==> src/rtl/kiss99_index_source_if.sv <==
// kiss99_index_source_if: seed load, index request and result handshakes.
// Signals: seed_*, req_valid/req_ready/req_len, idx_valid/idx_ready/idx/raw/len_err.
interface kiss99_index_source_if;
  logic        seed_valid;
  logic [31:0] seed_z;
  logic [31:0] seed_w;
  logic [31:0] seed_jsr;
  logic [31:0] seed_jcong;
  logic        req_valid;
  logic        req_ready;
  logic [31:0] req_len;
  logic        idx_valid;
  logic        idx_ready;
  logic [31:0] idx;
  logic [31:0] raw;
  logic        len_err;

  modport master (
    output seed_valid, seed_z, seed_w,
    output seed_jsr, seed_jcong,
    output req_valid, req_len, idx_ready,
    input  req_ready, idx_valid, idx,
    input  raw, len_err
  );

  modport slave (
    input  seed_valid, seed_z, seed_w,
    input  seed_jsr, seed_jcong,
    input  req_valid, req_len, idx_ready,
    output req_ready, idx_valid, idx,
    output raw, len_err
  );
endinterface

==> src/rtl/kiss99_index_source.sv <==
// kiss99_index_source: ProgPoW KISS99 word generator reduced mod req_len.
// Ports: clk, rst_n (async low), bus (slave modport of kiss99_index_source_if).
// Option: KISS99_IDX_POW2_FAST_EN masks power-of-two lengths in GEN.
module kiss99_index_source (
  input logic                   clk,
  input logic                   rst_n,
  kiss99_index_source_if.slave  bus
);

  typedef enum logic [1:0] {
    IDLE,
    GEN,
    DIV,
    OUT
  } state_t;

  state_t      state;
  logic [31:0] z, w, jsr, jcong;
  logic [31:0] len_q;
  logic [31:0] dq;
  logic [31:0] rem;
  logic [4:0]  cnt;
  logic [31:0] idx_q, raw_q;
  logic        err_q, valid_q;

  logic [31:0] z_n, w_n, mwc;
  logic [31:0] j1, j2, jsr_n, jc_n;
  logic [31:0] raw_n;
  logic [32:0] trial, diff;

  always_comb begin
    z_n   = 32'd36969 * {16'd0, z[15:0]}
          + {16'd0, z[31:16]};
    w_n   = 32'd18000 * {16'd0, w[15:0]}
          + {16'd0, w[31:16]};
    mwc   = {z_n[15:0], 16'd0} + w_n;
    j1    = jsr ^ (jsr << 17);
    j2    = j1 ^ (j1 >> 13);
    jsr_n = j2 ^ (j2 << 5);
    jc_n  = 32'd69069 * jcong + 32'd1234567;
    raw_n = (mwc ^ jc_n) + jsr_n;
  end

  // 33-bit trial remainder; diff[32] set means a borrow.
  always_comb begin
    trial = {rem, dq[31]};
    diff  = trial - {1'b0, len_q};
  end

  assign bus.req_ready = (state == IDLE)
                       && !bus.seed_valid;
  assign bus.idx_valid = valid_q;
  assign bus.idx       = idx_q;
  assign bus.raw       = raw_q;
  assign bus.len_err   = err_q;

  always_ff @(posedge clk or negedge rst_n) begin
    if (!rst_n) begin
      state   <= IDLE;
      z       <= 32'd362436069;
      w       <= 32'd521288629;
      jsr     <= 32'd123456789;
      jcong   <= 32'd380116160;
      len_q   <= '0;
      dq      <= '0;
      rem     <= '0;
      cnt     <= '0;
      idx_q   <= '0;
      raw_q   <= '0;
      err_q   <= 1'b0;
      valid_q <= 1'b0;
    end else if (bus.seed_valid) begin
      z       <= bus.seed_z;
      w       <= bus.seed_w;
      jsr     <= bus.seed_jsr;
      jcong   <= bus.seed_jcong;
      valid_q <= 1'b0;
      state   <= IDLE;
    end else begin
      unique case (state)
        IDLE: begin
          if (bus.req_valid) begin
            len_q <= bus.req_len;
            state <= GEN;
          end
        end
        GEN: begin
          z     <= z_n;
          w     <= w_n;
          jsr   <= jsr_n;
          jcong <= jc_n;
          raw_q <= raw_n;
          dq    <= raw_n;
          rem   <= '0;
          cnt   <= '0;
          err_q <= 1'b0;
          if (len_q == '0) begin
            idx_q   <= '0;
            err_q   <= 1'b1;
            valid_q <= 1'b1;
            state   <= OUT;
          end
`ifdef KISS99_IDX_POW2_FAST_EN
          else if ((len_q & (len_q - 32'd1)) == '0) begin
            idx_q   <= raw_n & (len_q - 32'd1);
            valid_q <= 1'b1;
            state   <= OUT;
          end
`endif
          else begin
            state <= DIV;
          end
        end
        DIV: begin
          dq  <= {dq[30:0], 1'b0};
          cnt <= cnt + 5'd1;
          if (cnt == 5'd31) begin
            idx_q   <= diff[32] ? trial[31:0]
                                : diff[31:0];
            valid_q <= 1'b1;
            state   <= OUT;
          end else begin
            rem <= diff[32] ? trial[31:0]
                            : diff[31:0];
          end
        end
        OUT: begin
          if (bus.idx_ready) begin
            valid_q <= 1'b0;
            state   <= IDLE;
          end
        end
        default: state <= IDLE;
      endcase
    end
  end

endmodule
==> src/flat_wrapper.sv <==
// flat-port wrapper written by rule: the top's interface ports become plain ports
module kiss99_index_source_flat 
  (clk, rst_n, bus_seed_valid, bus_seed_z, bus_seed_w, bus_seed_jsr, bus_seed_jcong, bus_req_valid, bus_req_len, bus_idx_ready, bus_req_ready, bus_idx_valid, bus_idx, bus_raw, bus_len_err);
  kiss99_index_source_if bus_i ();
  input logic clk;
  input logic rst_n;
  input wire logic [$bits(bus_i.seed_valid)-1:0] bus_seed_valid;
  input wire logic [$bits(bus_i.seed_z)-1:0] bus_seed_z;
  input wire logic [$bits(bus_i.seed_w)-1:0] bus_seed_w;
  input wire logic [$bits(bus_i.seed_jsr)-1:0] bus_seed_jsr;
  input wire logic [$bits(bus_i.seed_jcong)-1:0] bus_seed_jcong;
  input wire logic [$bits(bus_i.req_valid)-1:0] bus_req_valid;
  input wire logic [$bits(bus_i.req_len)-1:0] bus_req_len;
  input wire logic [$bits(bus_i.idx_ready)-1:0] bus_idx_ready;
  output wire logic [$bits(bus_i.req_ready)-1:0] bus_req_ready;
  output wire logic [$bits(bus_i.idx_valid)-1:0] bus_idx_valid;
  output wire logic [$bits(bus_i.idx)-1:0] bus_idx;
  output wire logic [$bits(bus_i.raw)-1:0] bus_raw;
  output wire logic [$bits(bus_i.len_err)-1:0] bus_len_err;
  assign bus_i.seed_valid = bus_seed_valid;
  assign bus_i.seed_z = bus_seed_z;
  assign bus_i.seed_w = bus_seed_w;
  assign bus_i.seed_jsr = bus_seed_jsr;
  assign bus_i.seed_jcong = bus_seed_jcong;
  assign bus_i.req_valid = bus_req_valid;
  assign bus_i.req_len = bus_req_len;
  assign bus_i.idx_ready = bus_idx_ready;
  assign bus_req_ready = bus_i.req_ready;
  assign bus_idx_valid = bus_i.idx_valid;
  assign bus_idx = bus_i.idx;
  assign bus_raw = bus_i.raw;
  assign bus_len_err = bus_i.len_err;
  kiss99_index_source u_core (.clk(clk), .rst_n(rst_n), .bus(bus_i));
endmodule
==> config.mk <==
export PLATFORM = sky130hd
export DESIGN_NAME = kiss99_index_source_flat
export DESIGN_NICKNAME = d
export VERILOG_FILES = /design/src/rtl/kiss99_index_source_if.sv /design/src/rtl/kiss99_index_source.sv /design/src/flat_wrapper.sv
export SDC_FILE = /design/constraint.sdc
export NUM_CORES = 2
export LEC_CHECK = 0
export ABC_AREA = 1
export BUFFER_PORTS_ARGS = -buffer_cell sky130_fd_sc_hd__buf_2
export CORE_MARGIN = 2
export CORE_UTILIZATION = 39
export CTS_BUF_LIST = sky130_fd_sc_hd__clkbuf_4 sky130_fd_sc_hd__clkbuf_8 sky130_fd_sc_hd__clkbuf_16
export CTS_CLUSTER_SIZE = 8
export DETAILED_ROUTE_END_ITERATION = 8
export PLACE_DENSITY = 0.6
export SLEW_MARGIN = 20
export SYNTH_ARGS = -nofsm -noshare
export SYNTH_HDL_FRONTEND = slang
export SYNTH_SLANG_ARGS = --single-unit
export TNS_END_PERCENT = 50
==> constraint.sdc <==
create_clock -name clk -period 16.6 [get_ports clk]
set_input_delay 2.49 -clock clk [delete_from_list [all_inputs] [get_ports clk]]
set_output_delay 2.49 -clock clk [all_outputs]
set_load 0.01 [all_outputs]
==> results.txt <==
----------------------------------------------------
[Routing]
  Routed wire length ... 100800 um
  Remaining antenna violation count ... 0
  DR vias ... 27517
  Initial detailed-routing violation count ... 1903
  Detailed-route wire length per cell ... 18.41 um
  First-pass detailed-route iteration total ... 5
  DRC violations left ... 0
  Via count normalized by instance count ... 5.024

[Clocking]
  Root Driver ... sky130_fd_sc_hd__clkbuf_16
  Post-CTS setup repair buffer count ... 0
  Depth of the CTS H-tree ... 2
  TritonCTS clock tree ... built
  Number of clock sinks ... 297
  Worst-case clock buffer depth ... 3
  Clock latency at the later pin of the worst-skew pair ... 0.60 ns
  Clock buffer count from CTS ... 45
  Cts repair resizes ... 0
  Clock slew at reported path FFs ... 0.05 ns
  Cts-stage hold buffer count ... 0

[Floorplanning]
  Core footprint ... 0.08475 sq mm
  Die width ... 295.8 um
  Initial Util ... 0.3918
  Die footprint ... 0.08749 sq mm
  Chip Height ... 295.8 um
  Number of I/O pins ... 232
  Num rows ... 107

[Hold path]
  Worst Hold Endpoint ... u_core.bus.raw[27]
  Startpoint of the lowest-slack hold path ... u_core.bus.raw[27]
  Cells on Worst Hold Path ... 2
  Class of the tightest hold or removal check ... reg2reg

[STA]
  Highest achievable clock rate ... 0.1126 GHz
  Final clock skew ... 0.02451 ns
  Final hold violations ... 0
  Final slew viol count ... 0
  Normalized max-slew margin ... 0.3827
  Setup violation total in the final timing report ... 0
  RSZ-0062 raised after global routing ... no
  Clock period minus worst slack ... 8.885 ns
  Fraction of the cycle the final worst path needs ... 0.5352
  Worst-margin pin slew ... 0.9259 ns
  Sum of negative setup slack ... 0 ns

[Setup path]
  Required time of the critical path ... 17.07 ns
  Reg2Reg Setup Slack ... 7.72 ns
  CP dominant cell by count ... sky130_fd_sc_hd__nand2_1
  Beginning of the worst register-to-register path ... u_core.w[5]
  R2R depth ... 46
  R2R Path End ... u_core.bus.raw[31]
  Slowest stage cell, crit path ... sky130_fd_sc_hd__dfstp_2
  Critical Path Fanout Max ... 6
  Category of the worst setup path capture point ... flip-flop
  Biggest cell delay along the critical path ... 0.61 ns
  Startpoint class of the critical path ... flip-flop
  CP Launch Point ... u_core.w[5]
  Signal arrival time at the worst endpoint ... 9.36 ns
  Setup Crit Path Kind ... reg2reg

[GRT]
  GRT Total Usage ... 0.2342
  Sum of overflow across all layers after global routing ... 0
  Vias in the first global route ... 27465
  Global-route wire length before repair ... 157600 um
  Number of antenna violations at the first check in global routing ... 3
  Pin count of the biggest net entering global routing ... 153

[Finish]
  Number of nets in the layout ... 5215
  Layout Utilization ... 0.4374
  Area used by sequential logic in the layout ... 0.007507 sq mm
  Count of filler cells inserted in the layout ... 8618
  Area taken by multi-input logic gates ... 0.02253 sq mm
  Share of final-layout standard cells stronger than drive strength 1 ... 0.1059
  Ant diodes ... 0
  Syn-to-layout area delta ... 11.62%

[Synth]
  Largest cells by area after synthesis ... sky130_fd_sc_hd__ha_1 (19%), sky130_fd_sc_hd__dfrtp_1 (18%), sky130_fd_sc_hd__fa_1 (15%), sky130_fd_sc_hd__nand2_1 (10%), sky130_fd_sc_hd__inv_1 (8.4%)
  Number of nets in the synthesized netlist ... 5004
  #FFs+latches synth ... 297
  Count of flip-flops with a built-in enable after synthesis ... 0
  Syn avg cell area ... 8.105 sq um
  Yosys cell types ... 60
  Fraction of post-synthesis cell area in the top cell type by area ... 0.1876
  Main flop type after synthesis ... sky130_fd_sc_hd__dfrtp_1
  YS warnings ... 0
  Register area share after synthesis ... 0.2261
  Area leader, netlist ... sky130_fd_sc_hd__ha_1
  Cell count after synthesis ... 4097
  Netlist area before placement ... 0.03321 sq mm
  Share of flip-flops with an asynchronous set or reset after synthesis ... 1.000
  Most frequently used cell type in the post-synthesis netlist ... sky130_fd_sc_hd__nand2_1
  Most instantiated cells after synthesis ... sky130_fd_sc_hd__nand2_1 (921), sky130_fd_sc_hd__inv_1 (743), sky130_fd_sc_hd__ha_1 (498)

[Placed design]
  Final weighted congestion of routability-driven global placement ... 0.9424
  Count of buffers from port buffering ... 231
  Detailed placer's ending HPWL ... 82460 um

[Run status]
  Outcome ... complete, no violations

[Flow run]
  Max_cap viols ... 0

----------------------------------------------------
## through the flow
| stage | instance area (sq um) | instances | hold WS, ns | setup WS [ns] |
|---|---|---|---|---|
| after floorplan | 33210 | 4097 | 0.4594 | 8.836 |
| after global placement | 35630 | 5405 | 0.4614 | 7.989 |
| after detailed placement | 35630 | 5405 | 0.4615 | 7.813 |
| after CTS | 37060 | 5477 | 0.4807 | 7.758 |
| after global routing | 37060 | 5477 | 0.4967 | 6.792 |
| final | 37060 | 5477 | 0.4741 | 7.715 |
## kinds of logic after synthesis
| kind of cell | after synthesis | share of synthesized area |
|---|---|---|
| simple gates | 1380 | 0.1735 |
| mux | 2 | 0.0006406 |
| flops | 297 | 0.2261 |
| buf+inv | 844 | 0.09627 |
| fa+ha+maj | 742 | 0.3348 |
| xor+xnor | 238 | 0.06278 |
| compound gates | 594 | 0.1060 |
## per-layer routing
layer | global-route usage | share of wire | routed length (um)
met5 | 0 | 0.00038 | 38
met4 | 0.07552 | 0.035 | 3543
met3 | 0.03747 | 0.054 | 5418
met2 | 0.3771 | 0.45 | 45290
met1 | 0.3210 | 0.46 | 46540
## cells in the final DEF (no fill, tap or decap), types with 60 or more instances in the layout
cell type,n
sky130_fd_sc_hd__a21oi_1,214
sky130_fd_sc_hd__buf_2,229
sky130_fd_sc_hd__dfrtp_1,237
sky130_fd_sc_hd__dfstp_2,60
sky130_fd_sc_hd__fa_1,244
sky130_fd_sc_hd__ha_1,498
sky130_fd_sc_hd__inv_1,742
sky130_fd_sc_hd__nand2_1,920
sky130_fd_sc_hd__nand3_1,184
sky130_fd_sc_hd__nor2_1,151
sky130_fd_sc_hd__o211ai_1,68
sky130_fd_sc_hd__o21ai_0,161
sky130_fd_sc_hd__xnor2_1,86
sky130_fd_sc_hd__xor2_1,152
## sequential cells by signal (all words and copies together), names as in the netlist
| signal | count |
|---|---|
| u_core.bus.idx | 32 |
| u_core.state | 2 |
| u_core.bus.idx_valid | 1 |
| u_core.z | 32 |
| u_core.jcong | 32 |
| u_core.cnt | 5 |
| u_core.dq | 32 |
| u_core.len_q | 32 |
| u_core.w | 32 |
| u_core.rem | 32 |
| u_core.bus.len_err | 1 |
| u_core.jsr | 32 |
| u_core.bus.raw | 32 |
## worst max-delay path by stage
stage | end
floorplan | u_core.dq[31]
global placement | u_core.bus.raw[31]
detailed placement | u_core.bus.raw[31]
CTS | u_core.bus.raw[31]
global route | u_core.bus.raw[31]
finish | u_core.bus.raw[31]
## layout make-up
| cell class | count | share of cell area |
|---|---|---|
| inverters | 760 | 0.07700 |
| well taps | 1144 | 0.03862 |
| clock inverters | 6 | 0.003612 |
| multi-input cells | 2956 | 0.6079 |
| clock buffers | 66 | 0.03497 |
| flip-flops and latches | 297 | 0.2025 |
| repair buffers | 248 | 0.03531 |
## critical path: cells and delay by family, from the launching register on
family,cells,cell delay (ns)
adders and majority gates,9,3.24
AOI/OAI and AO/OA,8,1.62
xor gates and xnor gates,5,0.98
and+or+nand+nor,19,1.96
buffers and inverters,5,0.33
DFF,1,0.61
Power is not shown: default switching activity piles up to over one toggle a cycle in this logic, so the estimate is an artifact.
